==> config.mk <==
export PLATFORM = sky130hd
export DESIGN_NAME = mem_arbiter
export DESIGN_NICKNAME = d
export VERILOG_FILES = /design/src/rtl/mem_arbiter.sv
export SDC_FILE = /design/constraint.sdc
export NUM_CORES = 1
export LEC_CHECK = 0
export BUFFER_PORTS_ARGS = -buffer_cell sky130_fd_sc_hd__buf_2
export CAP_MARGIN = 0
export CORE_MARGIN = 2
export CORE_UTILIZATION = 40
export DETAILED_ROUTE_END_ITERATION = 10
export PLACE_DENSITY_LB_ADDON = 0.15
export SLEW_MARGIN = 5
export SYNTH_ARGS = -nofsm -noshare
export SYNTH_HDL_FRONTEND = slang
export SYNTH_SLANG_ARGS = --single-unit
==> constraint.sdc <==
create_clock -name clk_in -period 3.4 [get_ports clk_in]
set_input_delay 0.51 -clock clk_in [delete_from_list [all_inputs] [get_ports clk_in]]
set_output_delay 0.51 -clock clk_in [all_outputs]
set_load 0.01 [all_outputs]
==> src/rtl/mem_arbiter.sv <==
// Byte-wide RAM/IO port arbiter: LSB loads/stores take priority over
// instruction-fetch bursts, sequenced byte by byte with one-cycle read latency.
module mem_arbiter #(
  parameter int         IF_BURST_WORDS = 4,
  parameter logic [1:0] IO_ADDR_HI     = 2'b11
) (
  input  logic        clk_in,
  input  logic        rst_in,
  input  logic        rdy_in,
  input  logic [7:0]  mem_din,
  output logic [7:0]  mem_dout,
  output logic [31:0] mem_a,
  output logic        mem_wr,
  input  logic        io_buffer_full,
  input  logic        if_enable_in,
  input  logic [31:0] if_addr_in,
  output logic        if_available_out,
  output logic [31:0] if_inst_out,
  output logic        if_word_done_out,
  output logic        if_end_out,
  input  logic        lsb_enable_in,
  input  logic        lsb_write_in,
  input  logic [1:0]  lsb_size_in,
  input  logic [31:0] lsb_addr_in,
  input  logic [31:0] lsb_wdata_in,
  output logic [31:0] lsb_rdata_out,
  output logic        lsb_done_out,
  input  logic        rollback_in
);

  typedef enum logic [1:0] {
    IDLE, IF_READ, LS_READ, LS_WRITE
  } state_e;

  localparam logic [5:0] IF_K = 6'(4 * IF_BURST_WORDS);

  state_e      state_q, state_d;
  logic [5:0]  cnt_q, cnt_d;
  logic [5:0]  cap_q, cap_d;
  logic [5:0]  k_q, k_d;
  logic [31:0] base_q, base_d;
  logic [31:0] wdata_q, wdata_d;
  logic [31:0] buf_q, buf_d;
  logic [31:0] inst_q, inst_d;
  logic [31:0] rdata_q, rdata_d;
  logic        wdone_q, wdone_d;
  logic        end_q, end_d;
  logic        done_q, done_d;
  logic        avail_q, avail_d;

  logic [31:0] issue_addr;
  logic [31:0] cap_addr;
  logic [31:0] merged;
  logic [7:0]  wbyte;
  logic        io_stall;
  logic        pend;

  assign issue_addr = base_q + {26'd0, cnt_q};
  assign cap_addr   = base_q + {26'd0, cap_q};
  assign io_stall   = io_buffer_full &&
                      (issue_addr[17:16] == IO_ADDR_HI);
  assign pend       = (cap_q < cnt_q);

  always_comb begin
    merged = buf_q;
    unique case (cap_q[1:0])
      2'd0: merged[7:0]   = mem_din;
      2'd1: merged[15:8]  = mem_din;
      2'd2: merged[23:16] = mem_din;
      2'd3: merged[31:24] = mem_din;
    endcase
    unique case (cnt_q[1:0])
      2'd0: wbyte = wdata_q[7:0];
      2'd1: wbyte = wdata_q[15:8];
      2'd2: wbyte = wdata_q[23:16];
      2'd3: wbyte = wdata_q[31:24];
    endcase
  end

  always_comb begin
    state_d  = state_q;
    cnt_d    = cnt_q;
    cap_d    = cap_q;
    k_d      = k_q;
    base_d   = base_q;
    wdata_d  = wdata_q;
    buf_d    = buf_q;
    inst_d   = inst_q;
    rdata_d  = rdata_q;
    wdone_d  = 1'b0;
    end_d    = 1'b0;
    done_d   = 1'b0;
    mem_a    = 32'd0;
    mem_dout = 8'd0;
    mem_wr   = 1'b0;
    unique case (state_q)
      IDLE: begin
        if (!rollback_in && lsb_enable_in) begin
          base_d  = lsb_addr_in;
          wdata_d = lsb_wdata_in;
          cnt_d   = 6'd0;
          cap_d   = 6'd0;
          buf_d   = 32'd0;
          unique case (lsb_size_in)
            2'd0:    k_d = 6'd1;
            2'd1:    k_d = 6'd2;
            default: k_d = 6'd4;
          endcase
          state_d = lsb_write_in ? LS_WRITE : LS_READ;
        end else if (!rollback_in && if_enable_in) begin
          base_d  = if_addr_in;
          cnt_d   = 6'd0;
          cap_d   = 6'd0;
          buf_d   = 32'd0;
          k_d     = IF_K;
          state_d = IF_READ;
        end
      end
      IF_READ, LS_READ: begin
        if (rollback_in) begin
          state_d = IDLE;
        end else begin
          if (cnt_q < k_q) begin
            mem_a = issue_addr;
            cnt_d = cnt_q + 6'd1;
          end
          if (pend) begin
            buf_d = merged;
            cap_d = cap_q + 6'd1;
            if (state_q == IF_READ) begin
              if (cap_q[1:0] == 2'd3) begin
                inst_d = merged;
                if (cap_q + 6'd1 == k_q) begin
                  end_d   = 1'b1;
                  state_d = IDLE;
                end else begin
                  wdone_d = 1'b1;
                end
              end
            end else if (cap_q + 6'd1 == k_q) begin
              rdata_d = merged;
              done_d  = 1'b1;
              state_d = IDLE;
            end
          end
        end
      end
      LS_WRITE: begin
        mem_a    = issue_addr;
        mem_dout = wbyte;
        if (!io_stall) begin
          mem_wr = 1'b1;
          cnt_d  = cnt_q + 6'd1;
          if (cnt_q + 6'd1 == k_q) begin
            done_d  = 1'b1;
            state_d = IDLE;
          end
        end
      end
      default: state_d = IDLE;
    endcase
    avail_d = (state_d == IDLE) && !lsb_enable_in;
    // While frozen, re-present the byte awaiting capture so mem_din holds it on resume
    if (!rdy_in) begin
      mem_wr = 1'b0;
      if ((state_q == IF_READ || state_q == LS_READ) && pend)
        mem_a = cap_addr;
    end
  end

  always_ff @(posedge clk_in) begin
    if (rst_in) begin
      state_q <= IDLE;
      cnt_q   <= 6'd0;
      cap_q   <= 6'd0;
      k_q     <= 6'd0;
      base_q  <= 32'd0;
      wdata_q <= 32'd0;
      buf_q   <= 32'd0;
      inst_q  <= 32'd0;
      rdata_q <= 32'd0;
      wdone_q <= 1'b0;
      end_q   <= 1'b0;
      done_q  <= 1'b0;
      avail_q <= 1'b0;
    end else if (rdy_in) begin
      state_q <= state_d;
      cnt_q   <= cnt_d;
      cap_q   <= cap_d;
      k_q     <= k_d;
      base_q  <= base_d;
      wdata_q <= wdata_d;
      buf_q   <= buf_d;
      inst_q  <= inst_d;
      rdata_q <= rdata_d;
      wdone_q <= wdone_d;
      end_q   <= end_d;
      done_q  <= done_d;
      avail_q <= avail_d;
    end
  end

  assign if_available_out = avail_q;
  assign if_inst_out      = inst_q;
  assign if_word_done_out = wdone_q;
  assign if_end_out       = end_q;
  assign lsb_rdata_out    = rdata_q;
  assign lsb_done_out     = done_q;

endmodule
* Word level (Yosys, flattened, before mapping)
Cells that the tools add are included.
** Operators by class
- Equal/unequal tests :: 18
- Multipliers :: 0
- Bitwise operators :: 2
- Add/subtract/negate cells :: 4
- Shifts and indexed selects :: 0
- Order comparisons :: 2
- Mux-type cells :: 62
- Reduce and logical (&&, ||, !) cells :: 22
- Divide/modulo/power cells :: 0
** Operators with widths (count)
- $mux 32 :: 10
- $pmux 32 s2 :: 2
- $add 32x6->32 :: 2
- $mux 6 :: 9
- $mux 8 :: 5
- $pmux 8 s4 :: 1
- $mux 1 :: 21
- $mux 2 :: 9
- $pmux 6 s3 :: 1
- $eq 2x2->1 const B :: 7
- $add 6x1->6 const B :: 2
- $eq 6x6->1 :: 2
- $lt 6x6->1 :: 2
- $pmux 6 s2 :: 1
- $reduce_and 6->1 :: 2
- $logic_not 2->1 :: 5
- $reduce_and 5->1 :: 2
- $eq 2x1->1 const B :: 4
- $ne 2x2->1 const B :: 4
- $pmux 2 s3 :: 1
- $pmux 3 s2 :: 1
- $reduce_and 3->1 :: 2
- $logic_and 1x1->1 :: 5
- $reduce_bool 2->1 :: 2
- 6 further kinds :: 8
** Word-level totals
- Bits of input ports :: 114
- Word-level logic and storage cells :: 123
- Memories kept :: 0
- RAM bits :: 0
- Register bits after elaboration :: 184
- Bits in read-only memories :: 0
- Latch bits :: 0

* Logic depth before layout (Yosys ltp)
- Depth after elaboration :: 10
- Depth in mapped cells :: 12
- Gate-level depth less buffers :: 10

* Worst setup path after synthesis
Ideal clock, no wire load.
- Path type :: register -> output
- Start :: register cnt_q[0]
- End :: output port mem_a[26]
- Data arrival time :: 2.745 ns
- Cell stages (with the launch flop) :: 11
- Slack :: 0.145 ns
- Buffers on the path :: 0
- Cell sequence :: dfxtp_1 ha_1 inv_1 fa_1 nor2b_1 o2111ai_1 a21oi_1 nand2_1 mux2i_1 a41oi_1 a311oi_1
** On the way
- Longest elaborated chain between the ends :: 6
- Elaborated cells on any way between the ends :: 9
- Those cells by class :: add/sub: 1; order compare: 2; mux: 5; reduce/logical: 1
** Ends and longest elaborated chain
- start: declaration :: RTL line 38 : logic [5:0] cnt_q, cnt_d;
- start signal: assignment :: RTL line 188 : cnt_q <= cnt_d;
- $add 32x6->32 or $lt 6x6->1 (tied branches) :: RTL line 58, 123
- $mux 32 :: RTL line 123 : if (cnt_q < k_q) begin
- $mux 32 :: RTL line 120 : if (rollback_in) begin
- $pmux 32 s2 :: RTL line 96 : unique case (state_q)
- $mux 32 :: RTL line 166 : if ((state_q == IF_READ || state_q == LS_READ) && pend)
- $mux 32 (*) :: RTL line 164 : if (!rdy_in) begin
- end: declaration :: RTL line 12 : output logic [31:0] mem_a,
Mark *: on every way between the ends. The rest lies on a longest branch, timed or not.

* Worst setup path after layout
- Start :: register base_q[0]
- End :: output port mem_a[26]
** On the way
- Longest elaborated chain between the ends :: 6
- Elaborated cells on any way between the ends :: 7
- Those cells by class :: add/sub: 2; mux: 5
** Ends and longest elaborated chain
- start: declaration :: RTL line 41 : logic [31:0] base_q, base_d;
- start signal: assignment :: RTL line 191 : base_q <= base_d;
- $add 32x6->32 :: RTL line 58 : assign issue_addr = base_q + {26'd0, cnt_q};
- $mux 32 :: RTL line 123
- $mux 32 :: RTL line 120
- $pmux 32 s2 :: RTL line 96
- $mux 32 :: RTL line 166
- $mux 32 (*) :: RTL line 164
Marked as above.

==> impl_results.md <==
- Total Nets Final: 1,552
- Clk buf depth: 2
- Floorplan die area: 25,700 sq um
- Internal power summed over all cells: 3.48 mW
- Worst Path Max Fanout: 5
- Result of the run: finished, final reports clean
- Share of the synthesized area in compound gates (AO/OA/AOI/OAI): 19.5%
- Logic gate share of total power: 11.9%
- Setup crit end kind: output pin
- Number of nets still failing antenna checks after routing: 0
- Clock slew at the register clock pins of the worst setup and hold paths: 80 ps
- Global-route congestion overflow total: 0
- Routed vias: 9,429
- Synthesized-area fraction occupied by adder cells: 4.63%
- Ratio of cells with drive above 1 in the final layout: 29.7%
- Avg Inst Size Synth: 8.33 sq um
- Clock tree skew after final layout: 12.6 ps
- Synth warn: 0
- Max-slew headroom at the worst pin: 52.3%
- Wire length of the first global-routing pass: 46.5 mm
- Final core utilization: 51.6%
- Max Clk Rate: 296 MHz
- Flop-to-flop setup slack: 380 ps
- IR Drop Worst-Case VDD: 0.307 mV
- Pwr dens: 388 nW/um^2
- Instance count of the mapped netlist: 1,176
- Detail-routed net length per standard cell: 17.1 microns
- Clock network latency to the later pin of the worst-skew pair: 440 ps
- Detailed-route wire length: 29.8 mm
- Type of the worst setup path: flop to output pin
- DRC viols: 0
- CTS tree: built
- Core outline area: 24,200 sq um
- Most frequent cell after synthesis: sky130_fd_sc_hd__nor2_1
- Standard-cell rows: 57
- Share of total power in sequential cells: 46.3%
- Area of all placed cells without fillers: 12,500 sq um
- Number of maximum-capacitance violations: 0
- Summed instance area of the synthesized netlist: 9790 sq um
- Routability congestion estimate from global placement: 0.857
- Library cells used by synthesis: 65
- Initial Util: 40.5%
- Iteration count of the initial detailed-routing pass: 5
- Critical Path Source Type: flop
- Non-filler instance count after layout: 1,740
- Die X-Extent: 160 microns
- Post-synth top area share: 37.2%
- Pin count of the biggest net entering global routing: 89
- Final Max Tran Viols: 0
- Post-synthesis simple-gate area fraction: 18.8%
- Worst Max-Slew Pin Slew: 715 ps
- Synth Area in XOR/XNOR: 1.52%
- Number of global-route vias before repair: 8,784
- Minimum period implied by the final worst setup slack: 3380 ps
- Data required time at the worst endpoint: 2890 ps
- Routed via count divided by cell count: 5.42
- Synthesized flop and latch total: 182
- Num CTS Buffers: 17
- Clk network pwr share: 41.8%
- Switching part of the total power: 28.1%
- Global routing usage summed across all routing layers: 22.3%
- List of most frequent post-synthesis cells: 187 x sky130_fd_sc_hd__nor2_1, 182 x sky130_fd_sc_hd__dfxtp_1, 107 x sky130_fd_sc_hd__nand2_1, 100 x sky130_fd_sc_hd__mux2i_1, 83 x sky130_fd_sc_hd__a21oi_1
- Total power draw: 4.84 mW
- RSZ-0062 raised after global routing: true
- Detail Placement HPWL: 21.1 mm
- Deepest level of the CTS H-tree: 4
- Share of synthesized area spent on multiplexers: 13.8%
- Final Hold Vio Count: 0
- Count of placed standard cells including taps: 1,694
- Number of antenna violations at the first check in global routing: 0
- Switching power: 1.36 mW
- Total number of clock tree sinks: 182
- Number of I/O port buffers: 222
- Violation count after the first detailed-routing iteration: 638
- Synth Flop Type: sky130_fd_sc_hd__dfxtp_1
- Largest family of logic cells by synthesized area: compound AO/OA/AOI/OAI gates
- Hold-fix buffers, CTS: 0
- Setup-violating endpoint count in the final report: 0
- Clock root buffer master: sky130_fd_sc_hd__clkbuf_16
- Leak pwr: 5.28 nW
- Async S/R FF share, synth: 0%
- Placed cell area: 11,400 sq um
- Synthesized net count: 1,325
- Number of top-level pins: 223
- Top cells by area in the synthesized netlist: sky130_fd_sc_hd__dfxtp_1 37%, sky130_fd_sc_hd__mux2i_1 10%, sky130_fd_sc_hd__nor2_1 7.2%, sky130_fd_sc_hd__a21oi_1 4.2%, sky130_fd_sc_hd__ha_1 4.2%
- Arrival time at the worst endpoint: 2870 ps
- EDFF count, synth: 0
- Die boundary height: 160 microns
- Number of inserted diodes: 0
- Largest area contributor in the synthesized netlist: sky130_fd_sc_hd__dfxtp_1
- P&R area growth vs syn: 27.5%
- Kind of path behind the tightest hold check: input pin to flop
- Ratio of final minimum period to clock period: 99.5%
- Sequential fraction of the synthesis area: 37.2%
[cell type report]
class	count	area (sq um)
timing repair buffer	291	1740
sequential	182	3650
tap	324	405
clock inverter	13	158
multi-input combinational	880	5970
fill	2343	11700
inverter	31	116
clock buffer	19	443
[registers in the layout (all words and copies together), names as in the netlist]
signal / flops
base_q: 32
buf_q: 32
cap_q: 6
cnt_q: 6
if_available_out: 1
if_end_out: 1
if_inst_out: 32
if_word_done_out: 1
k_q: 4
lsb_done_out: 1
lsb_rdata_out: 32
state_q: 2
wdata_q: 32
[path summary, 6_finish.rpt]
check / to / startpoint / cells after the start
max reg2reg: cnt_q[4] / base_q[0] / 13
min: wdata_q[23] / lsb_wdata_in[23] / 3
max: mem_a[26] / base_q[0] / 13
min reg2reg: wdata_q[10] / wdata_q[10] / 2
[critical path: stages, from the launching register on]
cell	delay, ps
sky130_fd_sc_hd__dfxtp_2	340
sky130_fd_sc_hd__buf_6	100
sky130_fd_sc_hd__ha_4	140
sky130_fd_sc_hd__inv_2	40
sky130_fd_sc_hd__fa_2	390
sky130_fd_sc_hd__nor2b_4	150
sky130_fd_sc_hd__o2111ai_4	130
sky130_fd_sc_hd__a21oi_2	210
sky130_fd_sc_hd__nand2_2	90
sky130_fd_sc_hd__mux2i_2	160
sky130_fd_sc_hd__buf_4	180
sky130_fd_sc_hd__a41oi_1	120
sky130_fd_sc_hd__a311oi_1	210
sky130_fd_sc_hd__buf_2	170
[power by group through the flow]
stage | logic (mW) | clock network, mW | registers, mW
6_report | 0.577 | 2.02 | 2.24
2_1_floorplan | 0.353 | 0 | 2.27
3_5_place_dp | 0.557 | 0 | 2.29
4_1_cts | 0.566 | 2.08 | 2.24
5_1_grt | 0.639 | 2.16 | 2.25
3_3_place_gp | 0.555 | 0 | 2.29
[cell families (layout without fill, tap and decap cells)]
logic type | after synthesis | after routing
simple gates | 413 | 413
compound gates | 284 | 284
flops | 182 | 182
mux | 131 | 131
buf+inv | 114 | 354
fa+ha+maj | 35 | 35
xor+xnor | 17 | 17
[stage by stage]
step	setup TNS [ps]	worst slack, ps	hold slack (ps)
4_1_cts	0	2.58	288
6_report	0	16.6	302
3_3_place_gp	0	43.4	442
5_1_grt	-733	-108	303
2_1_floorplan	0	145	429
3_5_place_dp	-29.9	-15.0	445
[per-layer routing]
layer / share of wire [%] / vias to the layer above / wire, microns / global-route usage [%]
li1: - / 4681 / - / -
met1: 44 / 4455 / 13100 / 28.3
met2: 49 / 262 / 14700 / 38.4
met3: 5.3 / 31 / 1590 / 4.70
met4: 1.4 / 0 / 426 / 6.06
met5: 0 / - / 0 / 0
[cells in the final DEF (no fill, tap or decap), types with 7 or more instances in the layout]
cell and count:
sky130_fd_sc_hd__xnor2_1 8, sky130_fd_sc_hd__dfxtp_1 178, sky130_fd_sc_hd__buf_6 11, sky130_fd_sc_hd__nand3_1 22, sky130_fd_sc_hd__nand4_1 8, sky130_fd_sc_hd__nand2_1 105, sky130_fd_sc_hd__ha_1 31, sky130_fd_sc_hd__mux2i_1 99
sky130_fd_sc_hd__xor2_1 9, sky130_fd_sc_hd__a31oi_1 12, sky130_fd_sc_hd__a21oi_1 77, sky130_fd_sc_hd__inv_1 27, sky130_fd_sc_hd__a211oi_1 40, sky130_fd_sc_hd__a21oi_2 7, sky130_fd_sc_hd__o21ai_1 13, sky130_fd_sc_hd__nor3_1 12
sky130_fd_sc_hd__a222oi_1 8, sky130_fd_sc_hd__nor2_1 184, sky130_fd_sc_hd__buf_2 220, sky130_fd_sc_hd__mux2_2 30, sky130_fd_sc_hd__and3_1 23, sky130_fd_sc_hd__a32oi_1 8, sky130_fd_sc_hd__clkbuf_16 17, sky130_fd_sc_hd__o21ai_0 23
sky130_fd_sc_hd__a22oi_1 27, sky130_fd_sc_hd__buf_4 55
[timing repair]
| action | in CTS | in global routing |
|---|---|---|
| gates resized for setup | 32 | 60 |
| pin swaps | 7 | 18 |
| cloned | 0 | 1 |
| setup buffers | 9 | 4 |
| setup endpoints to repair | 23 | 27 |
No activity file was read; power rests on OpenSTA's default activity.
